$ cat src/rtl/seq_code_lock_if.sv
// Symbol-entry and status bundle for seq_code_lock.
// The master side supplies the code, symbols and clear; the slave side
// (the lock itself) returns state, progress, status flags and fail count.
interface seq_code_lock_if #(
    parameter int WIDTH    = 8,
    parameter int DEPTH    = 4,
    parameter int MAX_FAIL = 3
);
    localparam int PW = ($clog2(DEPTH + 1) > 1) ? $clog2(DEPTH + 1) : 1;
    localparam int FW = ($clog2(MAX_FAIL + 1) > 1) ? $clog2(MAX_FAIL + 1) : 1;

    logic [WIDTH*DEPTH-1:0] code;
    logic                   in_valid;
    logic [WIDTH-1:0]       in_data;
    logic                   clear;
    logic [2:0]             state;
    logic [PW-1:0]          progress;
    logic                   unlocked;
    logic                   error;
    logic                   locked_out;
    logic [FW-1:0]          fail_count;

    modport master (
        output code, in_valid, in_data, clear,
        input  state, progress, unlocked, error, locked_out, fail_count
    );

    modport slave (
        input  code, in_valid, in_data, clear,
        output state, progress, unlocked, error, locked_out, fail_count
    );
endinterface

$ cat src/rtl/seq_code_lock.sv
// Sequential code lock: checks a stream of symbols against a DEPTH-symbol
// code, reports progress/open/error, counts consecutive failed attempts and
// enforces a timed lockout once MAX_FAIL failures accumulate.
module seq_code_lock #(
    parameter int WIDTH          = 8,
    parameter int DEPTH          = 4,
    parameter int MAX_FAIL       = 3,
    parameter int LOCKOUT_CYCLES = 16
) (
    input logic             clk,
    input logic             reset,
    seq_code_lock_if.slave  bus
);
    localparam int PW = ($clog2(DEPTH + 1) > 1) ? $clog2(DEPTH + 1) : 1;
    localparam int FW = ($clog2(MAX_FAIL + 1) > 1) ? $clog2(MAX_FAIL + 1) : 1;
    localparam int TW = ($clog2(LOCKOUT_CYCLES) > 1) ? $clog2(LOCKOUT_CYCLES) : 1;

    typedef enum logic [2:0] {
        S_IDLE    = 3'd0,
        S_CHECK   = 3'd1,
        S_OPEN    = 3'd2,
        S_ERROR   = 3'd3,
        S_LOCKOUT = 3'd4
    } state_t;

    state_t           state_q, state_d;
    logic [PW-1:0]    prog_q, prog_d;
    logic [FW-1:0]    fail_q, fail_d;
    logic [TW-1:0]    timer_q, timer_d;
    logic             unlocked_q, error_q, locked_q;
    logic [WIDTH-1:0] cur_sym;

    // Select the code symbol expected at the current progress position.
    always_comb begin
        cur_sym = '0;
        for (int unsigned k = 0; k < DEPTH; k++) begin
            if (prog_q == PW'(k)) begin
                cur_sym = bus.code[k*WIDTH +: WIDTH];
            end
        end
    end

    // Next-state, progress, failure count and lockout timer.
    always_comb begin
        state_d = state_q;
        prog_d  = prog_q;
        fail_d  = fail_q;
        timer_d = timer_q;
        case (state_q)
            S_IDLE, S_CHECK: begin
                // clear takes priority; an abandoned attempt is not a failure
                if (bus.clear) begin
                    state_d = S_IDLE;
                    prog_d  = '0;
                end else if (bus.in_valid) begin
                    if (bus.in_data == cur_sym) begin
                        if (prog_q == PW'(DEPTH - 1)) begin
                            state_d = S_OPEN;
                            prog_d  = PW'(DEPTH);
                            fail_d  = '0;
                        end else begin
                            state_d = S_CHECK;
                            prog_d  = prog_q + PW'(1);
                        end
                    end else if (fail_q >= FW'(MAX_FAIL - 1)) begin
                        state_d = S_LOCKOUT;
                        fail_d  = FW'(MAX_FAIL);
                        timer_d = TW'(LOCKOUT_CYCLES - 1);
                    end else begin
                        state_d = S_ERROR;
                        fail_d  = fail_q + FW'(1);
                    end
                end
            end
            S_OPEN, S_ERROR: begin
                if (bus.clear) begin
                    state_d = S_IDLE;
                    prog_d  = '0;
                end
            end
            S_LOCKOUT: begin
                if (timer_q == '0) begin
                    state_d = S_IDLE;
                    prog_d  = '0;
                    fail_d  = '0;
                end else begin
                    timer_d = timer_q - TW'(1);
                end
            end
            default: begin
                state_d = S_IDLE;
                prog_d  = '0;
            end
        endcase
    end

    // State and output registers; flags are registered from the next state.
    always_ff @(posedge clk) begin
        if (!reset) begin
            state_q    <= S_IDLE;
            prog_q     <= '0;
            fail_q     <= '0;
            timer_q    <= '0;
            unlocked_q <= 1'b0;
            error_q    <= 1'b0;
            locked_q   <= 1'b0;
        end else begin
            state_q    <= state_d;
            prog_q     <= prog_d;
            fail_q     <= fail_d;
            timer_q    <= timer_d;
            unlocked_q <= (state_d == S_OPEN);
            error_q    <= (state_d == S_ERROR);
            locked_q   <= (state_d == S_LOCKOUT);
        end
    end

    assign bus.state      = state_q;
    assign bus.progress   = prog_q;
    assign bus.fail_count = fail_q;
    assign bus.unlocked   = unlocked_q;
    assign bus.error      = error_q;
    assign bus.locked_out = locked_q;
endmodule

$ cat src/flat_wrapper.sv
// flat-port wrapper written by rule: the top's interface ports become plain ports
module seq_code_lock_flat 
#(
    parameter int WIDTH          = 8,
    parameter int DEPTH          = 4,
    parameter int MAX_FAIL       = 3,
    parameter int LOCKOUT_CYCLES = 16
)
  (clk, reset, bus_code, bus_in_valid, bus_in_data, bus_clear, bus_state, bus_progress, bus_unlocked, bus_error, bus_locked_out, bus_fail_count);
  seq_code_lock_if #(.WIDTH(WIDTH), .DEPTH(DEPTH), .MAX_FAIL(MAX_FAIL)) bus_i ();
  input logic clk;
  input logic reset;
  input wire logic [$bits(bus_i.code)-1:0] bus_code;
  input wire logic [$bits(bus_i.in_valid)-1:0] bus_in_valid;
  input wire logic [$bits(bus_i.in_data)-1:0] bus_in_data;
  input wire logic [$bits(bus_i.clear)-1:0] bus_clear;
  output wire logic [$bits(bus_i.state)-1:0] bus_state;
  output wire logic [$bits(bus_i.progress)-1:0] bus_progress;
  output wire logic [$bits(bus_i.unlocked)-1:0] bus_unlocked;
  output wire logic [$bits(bus_i.error)-1:0] bus_error;
  output wire logic [$bits(bus_i.locked_out)-1:0] bus_locked_out;
  output wire logic [$bits(bus_i.fail_count)-1:0] bus_fail_count;
  assign bus_i.code = bus_code;
  assign bus_i.in_valid = bus_in_valid;
  assign bus_i.in_data = bus_in_data;
  assign bus_i.clear = bus_clear;
  assign bus_state = bus_i.state;
  assign bus_progress = bus_i.progress;
  assign bus_unlocked = bus_i.unlocked;
  assign bus_error = bus_i.error;
  assign bus_locked_out = bus_i.locked_out;
  assign bus_fail_count = bus_i.fail_count;
  seq_code_lock #(.WIDTH(WIDTH), .DEPTH(DEPTH), .MAX_FAIL(MAX_FAIL), .LOCKOUT_CYCLES(LOCKOUT_CYCLES)) u_core (.clk(clk), .reset(reset), .bus(bus_i));
endmodule
$ cat config.mk
export PLATFORM = sky130hd
export DESIGN_NAME = seq_code_lock_flat
export DESIGN_NICKNAME = d
export VERILOG_FILES = /design/src/rtl/seq_code_lock_if.sv /design/src/rtl/seq_code_lock.sv /design/src/flat_wrapper.sv
export SDC_FILE = /design/constraint.sdc
export NUM_CORES = 1
export LEC_CHECK = 0
export BUFFER_PORTS_ARGS = -buffer_cell sky130_fd_sc_hd__buf_2
export CORE_ASPECT_RATIO = 0.5
export CORE_MARGIN = 3
export CORE_UTILIZATION = 40
export DETAILED_ROUTE_END_ITERATION = 8
export PLACE_DENSITY = 0.64
export SLEW_MARGIN = 20
export SYNTH_ARGS = -nofsm -noshare
export SYNTH_HDL_FRONTEND = slang
export SYNTH_SLANG_ARGS = --single-unit
$ cat constraint.sdc
create_clock -name clk -period 7.45 [get_ports clk]
set_input_delay 1.8625 -clock clk [delete_from_list [all_inputs] [get_ports clk]]
set_output_delay 1.8625 -clock clk [all_outputs]
set_load 0.01 [all_outputs]
After elaboration in Yosys (flattened, before gate mapping)
Index checks and enable logic that the tools add are counted.

Output and inout bits: 11. Input port bits: 44. Logic and storage cells: 73. Register bits after elaboration: 15.

Reductions and logical operators: 9. Magnitude comparators: 1. Add/subtract/negate cells: 3. Muxes and demuxes: 32. Equal/unequal tests: 21.

Operator list (count): $mux 3 (12); $mux 8 (4); $mux 4 (5); $eq 3x2->1 const B (6); $pmux 3 s3 (2); $mux 2 (7); $ne 2x2->1 const B (5); $eq 8x8->1 (1); $pmux 4 s2 (1); $eq 3x1->1 const B (2); $eq 3x3->1 const B (2); $logic_not 3->1 (2); $ne 3x3->1 const B (2); $reduce_and 6->1 (1); $reduce_and 5->1 (1); $logic_not 4->1 (1); $ne 2x1->1 const B (2); $pmux 2 s2 (1); $reduce_and 4->1 (1); $reduce_or 2->1 (2); $sub 4x1->4 const B (1); $add 3x1->3 const B (1); $ne 3x2->1 const B (1); $add 2x1->2 const B (1); 2 further kinds (2).

Longest topological paths before layout
Depth after elaboration: 11. Mapped depth: 12.

Worst setup path before layout
OpenSTA, ideal clock, no wires.

Path type: in2reg. Start: input port bus_code[7]. End: register u_core.prog_q[0], in the netlist u_core.bus.progress[0]. Arrival time: 3.426 ns. Stages on the path: 8. Setup slack: 3.908 ns. Cells stage by stage: and3b_1 -> o221ai_1 -> o32a_1 -> nand4_1 -> nor4_4 -> o211ai_1 -> a22o_1 -> a22o_1.

Longest elaborated chain between the ends: 7.

Ends and longest elaborated chain: start: declaration (line flat_wrapper.sv:13) `input wire logic [$bits(bus_i.code)-1:0] bus_code;`; $mux 8 (4 in a row) (line seq_code_lock.sv:37) `if (prog_q == PW'(k)) begin`; $eq 8x8->1 (line seq_code_lock.sv:56) `if (bus.in_data == cur_sym) begin`; $ne 3x2->1 (no line); $reduce_and 4->1 (no line); end signal: assignment (line seq_code_lock.sv:109) `prog_q <= prog_d;`; end: declaration (line seq_code_lock.sv:27) `logic [PW-1:0] prog_q, prog_d;`.

Every way passes these cells. A chain may end at the register's enable or synchronous reset.

Worst setup path in the final report
Start: input port bus_code[11]. End: register u_core.prog_q[0], in the netlist u_core.bus.progress[0].

Longest elaborated chain between the ends: 6.

Ends and longest elaborated chain (line): $mux 8 (3 in a row) (seq_code_lock.sv:37); $eq 8x8->1 (seq_code_lock.sv:56); $ne 3x2->1 (no line); $reduce_and 4->1 (no line).

Every way passes these cells.

==> flow_summary_export.csv <==
group,metric,value,unit
layout,area_delta_synth_final,23.3,%
clocking,postCtsSetupRepairBufs,0,
routing,ant_nets,0,
routing,drt-met1-wl,1570,microns
die,floorplan.io_pins,55,
layout,layout_cell_share_with_drive_strength_beyond_1,0.285,
routing,drt_iter0_markers,42,
routing,drc,0,
die,floorplan.die_area,0.00417,sq mm
clocking,clock_sink_count,15,
routing,detailroute.wirelength.met2,1590,microns
critical_path,critPathKind,"input port to flip-flop",
critical_path,rrSetupSlack,4.16,ns
global_route,grt_util_all_layers,0.169,
logic_synthesis,postSynthRegisterBits,15,
global_route,antenna_violations_before_repair,0,
routing,via_per_inst,5.62,
pwr,power,191,uW
routing,detailroute.wirelength.met3,254,microns
worst_hold_path,worst_hold_startpoint,"u_core.timer_q[1]",
layout,instances_no_fill,261,
pwr,cellPowerDensity,114,mW/mm^2
logic_synthesis,ys.flop_type,"dfxtp_1",
critical_path,timing.rr.start,"u_core.bus.progress[2]",
place,place.gp.congestion,0.763,
routing,route.final.wire_length,3460,microns
die,die_w,88.4,microns
timing,finalClockSkew,0.000764,ns
die,initial_utilization,0.435,
global_route,grt_remaining_overflow,0,
clocking,clock_tree_from_tritoncts,"yes",
routing,drt_first_pass_iters,4,
clocking,cts.reportedPaths.clkPinSlew,0.06,ns
layout,top_library_cells_by_usage_in_the_layout_fill_and_taps_aside,"54 x buf_2, 15 x dfxtp_1, 13 x inv_1, 13 x nand2_1, 10 x nor2_1",
pwr,power.ir.vdd_worst,0.0779,mV
critical_path,worstPathMaxFanout,6,
critical_path,worst_setup_path_start_kind,"input port",
clocking,max-clock-path-buffers,2,
logic_synthesis,number_of_flops_mapped_to_enable_cells_by_yosys,0,
layout,fillCellCount,324,
critical_path,cp_data_arrival_time,3.76,ns
die,placement_rows,14,
logic_synthesis,synth.lib_cells_used.distinct,58,
timing,period_minus_slack,3.62,ns
critical_path,crit-reg2reg-capture,"u_core.bus.progress[0]",
status,run_status,"finished, final reports clean",
logic_synthesis,postSynth.asyncResetShare,0,
critical_path,required,7.59,ns
clocking,cts_made_buffers,3,
routing,route.top_layer_used,"met4",
logic_synthesis,yosys_warnings,0,
timing,max_clock_freq,276,MHz
timing,max_slew.worst_pin.slew,0.786,ns
die,fp.dieH,47.2,microns
timing,final.period_utilization,0.486,
global_route,grt_pass1_wl,5480,microns
routing,route.vias.total,1468,
place,post-place-cells,257,
layout,finalNetCount,272,
timing,final_hold_viol_count,0,
global_route,first_global_vias,1280,
logic_synthesis,syn_area_per_cell,8.03,sq um
timing,rsz0062_at_grt,"false",
logic_synthesis,syn_nets,219,
clocking,clk_root_buffer_cell,"clkbuf_8",
place,number_of_input_and_output_port_buffers_inserted,54,
place,place.detailed.hpwl,2730,microns
worst_hold_path,worst_hold_path.num_cells,2,
die,core_region_area,0.00312,sq mm
clocking,h_tree_depth,1,
critical_path,worst_setup_path_end_kind,"flip-flop",
critical_path,rr_worst_depth,10,
worst_hold_path,hold_class,"flip-flop to flip-flop",
logic_synthesis,netlist_area,0.00136,sq mm
pwr,leak,0.743,nW
worst_hold_path,hold_end,"u_core.timer_q[1]",
layout,antennaDiodeCount,0,
clocking,clk-insertion-delay-late,0.24,ns
routing,route.detailed.wl_per_inst,13.3,microns
clocking,cts_resized,0,
timing,report.final.setup_viol,0,
timing,max_slew_violations,0,
clocking,ctsHoldBuffers,0,
timing,relSlewSlack,0.476,
layout,most_frequent_standard_cell_in_the_layout_excluding_fill_and_tap_cells,"buf_2",
global_route,grt_max_degree,25,
logic_synthesis,synthesized_instance_count,169,
timing,setup_total_negative_slack,0,ns
logic_synthesis,register_area_share_after_synthesis,0.221,
run,max_cap_viol_count,0,
-- power breakdown --
group	switching, mW	internal (mW)	leakage [nW]
registers	0.00182	0.0825	0.122
logic	0.0209	0.0217	0.599
clock network	0.0267	0.0378	0.0228
-- worst max path at each step --
stage                                   to           start  slack [ns]  cells past startpoint
global placement    u_core.bus.progress[0]    bus_code[30]        3.64                      9
global route        u_core.bus.progress[0]    bus_code[11]        3.69                      9
detailed placement  u_core.bus.progress[0]  bus_in_data[3]        3.59                      9
CTS                 u_core.bus.progress[0]  bus_in_data[3]        3.85                      9
finish              u_core.bus.progress[0]    bus_code[11]        3.83                      9
floorplan           u_core.bus.progress[0]     bus_code[7]        3.91                      8
-- state kept, by name, indices dropped and copies added, names as in the netlist --
signal	cells
u_core.timer_q	4
u_core.bus.progress	3
u_core.bus.state	3
u_core.bus.fail_count	2
u_core.bus.error	1
u_core.bus.locked_out	1
u_core.bus.unlocked	1
-- metal layers --
metal,up-vias,track usage
met2,58,0.290
met4,0,0.0723
met5,-,0
met3,5,0.0245
met1,664,0.219
li1,741,-
-- critical path, cell delays in order --
cell and delay, ns:
buf_2 0.09, a21oi_1 0.23, a2111oi_0 0.15, a211oi_1 0.27, nand4b_1 0.19, nor4_4 0.32
o211ai_1 0.17, a22o_1 0.25, a22o_1 0.23
-- cell type report --
class | count | area (sq um) | area share
clock buffers | 4 | 45.0 | 0.0269
inverters | 13 | 48.8 | 0.0292
multi-input cells | 135 | 958 | 0.573
flip-flops and latches | 15 | 300 | 0.180
well taps | 40 | 50.0 | 0.0299
repair buffers | 54 | 270 | 0.162
-- synthesized netlist by cell type, types with 2 or more instances --
cell / count / area (sq um)
buf_6: 3 / 33.8
inv_1: 13 / 48.8
and3b_1: 2 / 17.5
nand3b_1: 4 / 30.0
nand4_1: 3 / 18.8
a2111oi_0: 3 / 26.3
a21boi_0: 5 / 37.5
nor2_1: 10 / 37.5
o21ai_0: 6 / 30.0
a31o_2: 2 / 17.5
nand3_1: 4 / 20.0
dfxtp_1: 15 / 300
nand2b_1: 3 / 18.8
o22ai_1: 2 / 12.5
xnor2_1: 2 / 17.5
nand2_1: 13 / 48.8
nor2b_1: 9 / 56.3
nor3_1: 3 / 15.0
a22oi_1: 2 / 15.0
ha_1: 6 / 75.1
mux2i_1: 2 / 20.0
xor2_1: 5 / 43.8
o21ai_1: 2 / 10.0
o2bb2ai_1: 2 / 17.5
a21oi_1: 8 / 40.0
a31oi_1: 3 / 18.8
clkbuf_1: 2 / 7.51
a22o_1: 4 / 35.0
and2_1: 2 / 12.5
-- stage by stage --
| stage | setup slack [ns] | instance area, sq um | hold slack, ns | util |
|---|---|---|---|---|
| global route | 3.69 | 1670 | 0.518 | 0.537 |
| CTS | 3.85 | 1670 | 0.490 | 0.537 |
| detailed placement | 3.59 | 1630 | 0.475 | 0.522 |
| global placement | 3.64 | 1630 | 0.475 | 0.522 |
| finish | 3.83 | 1670 | 0.496 | 0.537 |
| floorplan | 3.91 | 1360 | 0.449 | - |
-- cells by family after synthesis --
| family | count (synthesis) | share of synthesized area |
|---|---|---|
| xor gates and xnor gates | 7 | 0.0452 |
| DFF | 15 | 0.221 |
| muxes | 3 | 0.0231 |
| AOI/OAI and AO/OA | 57 | 0.316 |
| adders and majority gates | 6 | 0.0553 |
| buffers and inverters | 19 | 0.0720 |
| and+or+nand+nor | 62 | 0.267 |
No activity file was read; power rests on OpenSTA's default activity.
